===== config.mk =====
export PLATFORM = sky130hd
export DESIGN_NAME = xor_cipher_scheduler
export DESIGN_NICKNAME = d
export VERILOG_FILES = /design/src/rtl/cipher_pkg.sv /design/src/rtl/xor_word_unit.sv /design/src/rtl/xor_cipher_scheduler.sv
export SDC_FILE = /design/constraint.sdc
export NUM_CORES = 1
export LEC_CHECK = 0
export CORE_ASPECT_RATIO = 0.75
export CORE_UTILIZATION = 46
export CTS_BUF_LIST = sky130_fd_sc_hd__clkbuf_8
export DETAILED_ROUTE_END_ITERATION = 12
export MAX_ROUTING_LAYER = met4
export PLACE_DENSITY = 0.91
export SLEW_MARGIN = 20
export SYNTH_ARGS = -nofsm -noshare
export SYNTH_HDL_FRONTEND = slang
export SYNTH_SLANG_ARGS = --single-unit

===== constraint.sdc =====
create_clock -name clk -period 2.65 [get_ports clk]
set_input_delay 0.6625 -clock clk [delete_from_list [all_inputs] [get_ports clk]]
set_output_delay 0.6625 -clock clk [all_outputs]
set_load 0.02 [all_outputs]

===== src/rtl/cipher_pkg.sv =====
// Shared types and helpers for the XOR cipher scheduler.
// Holds the default word width, FSM state type and key rotation helper.
package cipher_pkg;

    localparam int CIPHER_WIDTH   = 4;
    localparam int CIPHER_NUM_REQ = 2;
    localparam int CIPHER_ID_W    = $clog2(CIPHER_NUM_REQ);

    typedef enum logic {
        NOKEY = 1'b0,
        RUN   = 1'b1
    } state_t;

    typedef logic [CIPHER_ID_W-1:0] req_id_t;

    function automatic logic [CIPHER_WIDTH-1:0] rotl1(
        input logic [CIPHER_WIDTH-1:0] key
    );
        return {key[CIPHER_WIDTH-2:0], key[CIPHER_WIDTH-1]};
    endfunction

endpackage


===== src/rtl/xor_word_unit.sv =====
// Shared combinational XOR datapath: o1 = i1 ^ i2.
// Ports: i1 (word), i2 (rolling key), o1 (ciphered word), all WIDTH bits.
module xor_word_unit #(
    parameter int WIDTH = 4
) (
    input  logic [WIDTH-1:0] i1,
    input  logic [WIDTH-1:0] i2,
    output logic [WIDTH-1:0] o1
);

    assign o1 = i1 ^ i2;

endmodule


===== src/rtl/xor_cipher_scheduler.sv =====
// Round-robin scheduler sharing one XOR cipher unit between NUM_REQ streams.
// Ports: clk/rst (sync, active-high), key_load/key_in/key_ready key port,
// req_valid/req_word/req_ready requesters, out_valid/out_word/out_id/
// out_ready registered output slot, busy status.
module xor_cipher_scheduler
    import cipher_pkg::*;
#(
    parameter int WIDTH   = CIPHER_WIDTH,
    parameter int NUM_REQ = 2,
    parameter int ROTATE  = 1,
    localparam int ID_W   = $clog2(NUM_REQ)
) (
    input  logic                     clk,
    input  logic                     rst,
    input  logic                     key_load,
    input  logic [WIDTH-1:0]         key_in,
    output logic                     key_ready,
    input  logic [NUM_REQ-1:0]       req_valid,
    input  logic [NUM_REQ*WIDTH-1:0] req_word,
    output logic [NUM_REQ-1:0]       req_ready,
    output logic                     out_valid,
    output logic [WIDTH-1:0]         out_word,
    output logic [ID_W-1:0]          out_id,
    input  logic                     out_ready,
    output logic                     busy
);

    state_t           state_q;
    logic [ID_W-1:0]  rr_q;
    logic [WIDTH-1:0] rkey_q [NUM_REQ];

    logic             slot_free;
    logic             key_fire;
    logic             gnt_found;
    logic [ID_W-1:0]  gnt_id;
    logic [ID_W-1:0]  rr_next;
    logic             accept;
    logic [WIDTH-1:0] sel_word;
    logic [WIDTH-1:0] sel_key;
    logic [WIDTH-1:0] xor_out;

    assign slot_free = !out_valid || out_ready;
    assign key_ready = slot_free;
    assign key_fire  = key_load && key_ready;

    // A key load in the same cycle blocks word acceptance.
    assign accept = (state_q == RUN) && slot_free && !key_fire && gnt_found;

    assign busy = out_valid || ((state_q == RUN) && (|req_valid));

    // First valid requester at or after rr_q, wrapping around.
    always_comb begin
        int idx;
        gnt_found = 1'b0;
        gnt_id    = '0;
        idx       = 0;
        for (int k = 0; k < NUM_REQ; k++) begin
            idx = int'(rr_q) + k;
            if (idx >= NUM_REQ) begin
                idx = idx - NUM_REQ;
            end
            if (!gnt_found && req_valid[idx[ID_W-1:0]]) begin
                gnt_found = 1'b1;
                gnt_id    = idx[ID_W-1:0];
            end
        end
    end

    assign rr_next = (gnt_id == ID_W'(NUM_REQ - 1)) ? '0 : gnt_id + ID_W'(1);

    // Route the granted word and its rolling key into the shared unit.
    always_comb begin
        sel_word = '0;
        sel_key  = '0;
        for (int i = 0; i < NUM_REQ; i++) begin
            if (gnt_id == ID_W'(i)) begin
                sel_word = req_word[i*WIDTH +: WIDTH];
                sel_key  = rkey_q[i];
            end
        end
    end

    always_comb begin
        req_ready = '0;
        for (int i = 0; i < NUM_REQ; i++) begin
            req_ready[i] = accept && (gnt_id == ID_W'(i));
        end
    end

    xor_word_unit #(
        .WIDTH (WIDTH)
    ) u_xor (
        .i1 (sel_word),
        .i2 (sel_key),
        .o1 (xor_out)
    );

    always_ff @(posedge clk) begin
        if (rst) begin
            state_q   <= NOKEY;
            rr_q      <= '0;
            out_valid <= 1'b0;
            out_word  <= '0;
            out_id    <= '0;
            for (int i = 0; i < NUM_REQ; i++) begin
                rkey_q[i] <= '0;
            end
        end else begin
            if (key_fire) begin
                state_q <= RUN;
                for (int i = 0; i < NUM_REQ; i++) begin
                    rkey_q[i] <= key_in;
                end
            end else if (accept) begin
                rr_q <= rr_next;
                if (ROTATE != 0) begin
                    rkey_q[gnt_id] <= {sel_key[WIDTH-2:0], sel_key[WIDTH-1]};
                end
            end

            // Accept wins over drain so back-to-back words keep flowing.
            if (accept) begin
                out_valid <= 1'b1;
                out_word  <= xor_out;
                out_id    <= gnt_id;
            end else if (out_ready) begin
                out_valid <= 1'b0;
            end
        end
    end

endmodule


==> flow_summary.yaml, run 1 <==
run_status:
  status: "complete, no violations"
cells_and_area:
  area_growth_pct: 55.0
  final_common_cell: "clkdlybuf4s50_1"
  nFillCells: 108
  seq_area_um2: 400
  layout_common_cells: "clkdlybuf4s50_1 (21), buf_4 (14)"
  antenna_cells: 0
  multiInputGateArea_um2: 385
  layout.cells.non_filler: 135
  final_nets: 133
  drive_gt1_frac: 0.246
routing:
  vias_per_cell: 5.46
  dr.first_iter.drc_count: 29
  wl_um: 2250
  firstDrtPassIters: 4
  ant_nets: 0
  wire_per_inst_um: 16.7
  vias: 737
  drcViolationCount: 0
hold_path:
  min_path_type: "reg2reg"
grt:
  grt_pass1_wl_um: 3480
  grt_usage: 0.274
  grt_overflow: 0
  grt_max_degree: 13
  antenna_found_initial: 0
  grt_pass1_vias: 728
die:
  core_area_um2: 1560
  die_w_um: 50.3
  die_area_um2: 1920
  die_h_um: 38.2
  start_util: 0.514
  num_io_pins: 28
  row_count: 12
critical_path:
  cp_max_fo: 2
  required_ns: 1.99
  crit_family: "simple AND/OR/NAND/NOR gates"
  crit_path_cell_trace: "dlygate4sd2_1 -> o21ai_2 -> or3b_4 -> or2_4 -> inv_2 -> buf_6"
  max_stage_delay_ns: 0.39
  startpoint_type: "input pin"
  end_kind: "primary output"
  path_buf_inv: 3
  crit_arrival_ns: 1.84
  critical_path_class: "in2out"
  worst_path_max_delay_cell: "or3b_4"
sta:
  min_period_ns: 2.51
  fmax_mhz: 399
  tightest_slew_ns: 0.473
  setup_violations: 0
  rsz0062_at_grt: "false"
  slew_viol_final: 0
  post-route-period-util: 0.945
  skew_ns: 0.00214
  final.setup.tns_ns: 0
  maxSlewHeadroom: 0.683
  final_hold_viol_count: 0
synthesis:
  syn_nets: 89
  synth_warnings: 0
  synth_area_per_cell_um2: 11.3
  ys_ff_latch: 16
  ys_types: 23
  synthesis.area_um2: 803
  yosysSeqAreaShare: 0.498
  synthCells: 71
pwr:
  leakagePower_nw: 0.541
  irDropWorstVdd_mv: 0.397
  power_density_nw_per_um2: 482
job:
  maxCapViolCount: 0
clocking:
  clk_pin_slew_ns: 0.06
  clockBufferDepth: 2
  cts.sinks: 16
  cts-hold-fix-buffers: 0
  clk_latency_ns: 0.25
  htree_levels: 1
  cts_root_buf: "clkbuf_8"
  cts_made_buffers: 3
  cts_tree: "built"
place:
  dp_cells: 129
  place_hpwl_um: 1560
  gp_congestion: 0.761
  port_buffers: 27
## state kept, by name, summed over array words and instances, names as in the netlist
signal,flops
out_id,1
out_valid,1
out_word,4
rkey_q,8
rr_q,1
state_q,1
## power breakdown
group          switching [mW]  internal (mW)
Sequential             0.0132          0.278
Combinational          0.0558         0.0689
Clock                  0.0814          0.103
Total                   0.151          0.450
## routing by layer
metal / routed length [µm] / global-route usage / vias to the layer above
met3: 175 / 0.0675 / 12
met2: 1060 / 0.433 / 45
met1: 911 / 0.310 / 332
met4: 99 / 0.200 / 0
li1: - / - / 348
met5: 0 / - / -
## stage by stage
step                      setup slack [ns]  total power, mW  hold WS, ns   util  area (µm²)
after CTS                           0.0402            0.603        0.461  0.792        1240
final                                0.145            0.600        0.464  0.797        1240
after floorplan                      0.328            0.348        0.433      -         803
after detailed placement            -0.553            0.417        0.450  0.752        1170
after global routing                 0.110            0.626        0.478  0.797        1240
after global placement              -0.493            0.411        0.447  0.752        1170
## synth_stat cells
cell type	count	area share
a211oi_1	1	0.0093
a21boi_0	1	0.0093
a21oi_1	4	0.025
a22o_1	8	0.087
buf_6	1	0.014
clkbuf_1	1	0.0047
dfxtp_1	8	0.20
edfxtp_1	8	0.30
inv_1	3	0.014
mux2i_1	4	0.050
nand2_1	3	0.014
nand2b_1	1	0.0078
nand2b_4	1	0.017
nand3b_1	4	0.037
nor2_1	3	0.014
nor3_2	1	0.012
nor3_4	1	0.020
o21ai_0	4	0.025
o21ai_1	2	0.012
o21ai_2	1	0.011
or2_1	2	0.016
or3b_4	1	0.014
xor2_1	8	0.087
## repair_timing
item	CTS	global route
pin swaps	1	0
buffers inserted	2	0
endpoints found under the hold margin	0	0
endpoints found under the setup margin	3	2
gates resized for setup	17	3
## worst min-delay path, stage by stage, from the launching register on
cell	delay (ns)
dfxtp_1	0.31
nand2_1	0.05
a21oi_1	0.05
## final cells by class
class,count,area share
clock buffers,3,0.0332
clock inverters,1,0.00302
inverters,3,0.00905
multi-input cells,50,0.310
flip-flops and latches,16,0.322
well taps,21,0.0211
repair buffers,41,0.303
## kinds of logic after synthesis
kind of cell,synth area share
mux,0.0498
compound gates,0.179
buf+inv,0.0327
simple gates,0.153
flops,0.498
xor+xnor,0.0872
## path summary, 6_finish.rpt
path / start / end / slack, ns / cells past startpoint
worst max-delay path: req_valid[0] / req_ready[1] / 0.14 / 6
worst min-delay path: out_id / out_id / 0.46 / 2
worst max register to register: state_q / rkey_q[1][1] / 0.86 / 6
worst min register to register: out_id / out_id / 0.46 / 2
Power figures use the tool's default switching activity.
==> run 2: changes to the inputs <==
Settings changed: CTS_CLUSTER_SIZE set to 8, HOLD_SLACK_MARGIN set to 0.08, SLEW_MARGIN 20 to not set.
==> results of run 2 <==
Final layout, timing and power as in run 1 (identical DEF).
==> run 3: changes to the inputs <==
Settings changed: CORE_UTILIZATION 46 to 40, PLACE_DENSITY 0.91 to 0.85.
Clock period 2.65 ns to 2.2 ns, I/O delays scaled along.
==> flow_summary.yaml, run 3 (synthesis results as in run 1) <==
clocking:
  cts_tree: "built"
  cts.sinks: 16
  clk_pin_slew_ns: 0.06
  cts_root_buf: "clkbuf_8"
  clockBufferDepth: 2
  cts_made_buffers: 3
  clk_latency_ns: 0.25
  post-cts-setup-buffers: 0
  cts-hold-fix-buffers: 0
  htree_levels: 1
routing:
  vias: 698
  dr.first_iter.drc_count: 10
  wire_per_inst_um: 13.7
  firstDrtPassIters: 4
  wl_um: 1870
  ant_nets: 0
  drcViolationCount: 0
  vias_per_cell: 5.13
run_status:
  status: "complete, no violations"
cells_and_area:
  final_common_cell: "clkdlybuf4s50_1"
  final_area_um2: 1240
  final_nets: 133
  layout_common_cells: "clkdlybuf4s50_1 (21), buf_4 (14)"
  reg_top3: "rkey_q (8), out_word (4)"
  largest_reg_flops: 8
  max_flop_register: "rkey_q"
  area_growth_pct: 54.7
  drive_gt1_frac: 0.272
  antenna_cells: 0
critical_path:
  cp-startpoint: "key_load"
  critical_path_class: "in2out"
  worst_path_max_delay_cell: "or3b_4"
  crit_arrival_ns: 1.61
  r2r-start: "out_valid"
  startpoint_type: "input pin"
  max_stage_delay_ns: 0.41
  required_ns: 1.65
  end_kind: "primary output"
  cp_max_fo: 2
  crit_path_cell_trace: "dlygate4sd2_1 -> or3b_4 -> or2_4 -> inv_2 -> buf_6"
pwr:
  internal-power_mw: 0.577
  comb_power_share: 0.194
  irDropWorstVdd_mv: 0.380
  p_clk_frac: 0.340
  power.net_switching_mw: 0.175
  power_density_nw_per_um2: 606
  leakagePower_nw: 0.538
  seqPwrFrac: 0.465
  sw_frac_of_total: 0.233
  fin_total_pwr_mw: 0.753
die:
  die_area_um2: 2190
  core_area_um2: 1810
  num_io_pins: 28
  die_h_um: 40.8
  die_w_um: 53.7
  row_count: 13
  start_util: 0.445
sta:
  maxSlewHeadroom: 0.792
  tightest_slew_ns: 0.312
  post-route-period-util: 0.983
  min_period_ns: 2.16
  final_hold_viol_count: 0
  slew_viol_final: 0
  fmax_mhz: 462
  setup_violations: 0
  rsz0062_at_grt: "false"
  final.setup.tns_ns: 0
  skew_ns: 0.00719
place:
  port_buffers: 27
  gp_congestion: 0.741
  place_hpwl_um: 1460
  place_area_um2: 1190
grt:
  antenna_found_initial: 0
  grt_pass1_wl_um: 2670
  grt_overflow: 0
  grt_max_degree: 13
  grt_pass1_vias: 627
  grt_usage: 0.188
hold_path:
  hold_start: "out_id"
  min_path_type: "reg2reg"
job:
  maxCapViolCount: 0
## run 3: timing repair
action / 4_1_cts / 5_1_grt
endpoints found under the setup margin: 4 / 2
pin swaps: 2 / 2
gates resized for setup: 22 / 5
## run 3: critical path, delay by kind of cell
family	cells	cell delay, ns
buffers and inverters	3	0.41
AND/OR/NAND/NOR	2	0.65
## run 3: final timing paths
| kind | depth (start not counted) | slack, ns | endpoint |
|---|---|---|---|
| setup reg to reg | 5 | 0.56 | rkey_q[1][2] |
| setup / recovery | 5 | 0.04 | req_ready[1] |
| hold / removal | 2 | 0.46 | out_id |
| hold reg to reg | 2 | 0.46 | out_id |
## run 3: per-stage QoR
step | util | std cells | worst slack, ns | hold slack [ns]
floorplan | - | 71 | 0.103 | 0.433
global placement | 0.660 | 132 | -0.740 | 0.447
detailed placement | 0.660 | 132 | -0.762 | 0.453
CTS | 0.694 | 136 | 0.000316 | 0.468
global route | 0.688 | 136 | 0.00271 | 0.481
finish | 0.688 | 136 | 0.0368 | 0.462
## run 3: power by group through the flow
stage	sequential (mW)	combinational [mW]	clock, mW
floorplan	0.358	0.0616	0
global placement	0.355	0.143	0
detailed placement	0.356	0.146	0
CTS	0.350	0.146	0.264
global route	0.351	0.158	0.276
finish	0.350	0.146	0.256
## run 3: layer usage
| layer | wire [µm] | up-vias | GRT usage |
|---|---|---|---|
| met3 | 130 | 0 | 0.0667 |
| met5 | 0 | - | - |
| met2 | 848 | 27 | 0.296 |
| li1 | - | 345 | - |
| met1 | 887 | 326 | 0.233 |
| met4 | 0 | 0 | 0.0395 |
## run 3: cell type report
cell class,instances,area (µm²)
well taps,22,27.5
inverters,3,11.3
fillers,146,563
multi-input cells,50,383
clock buffers,4,55.1
flip-flops and latches,16,400
repair buffers,41,365
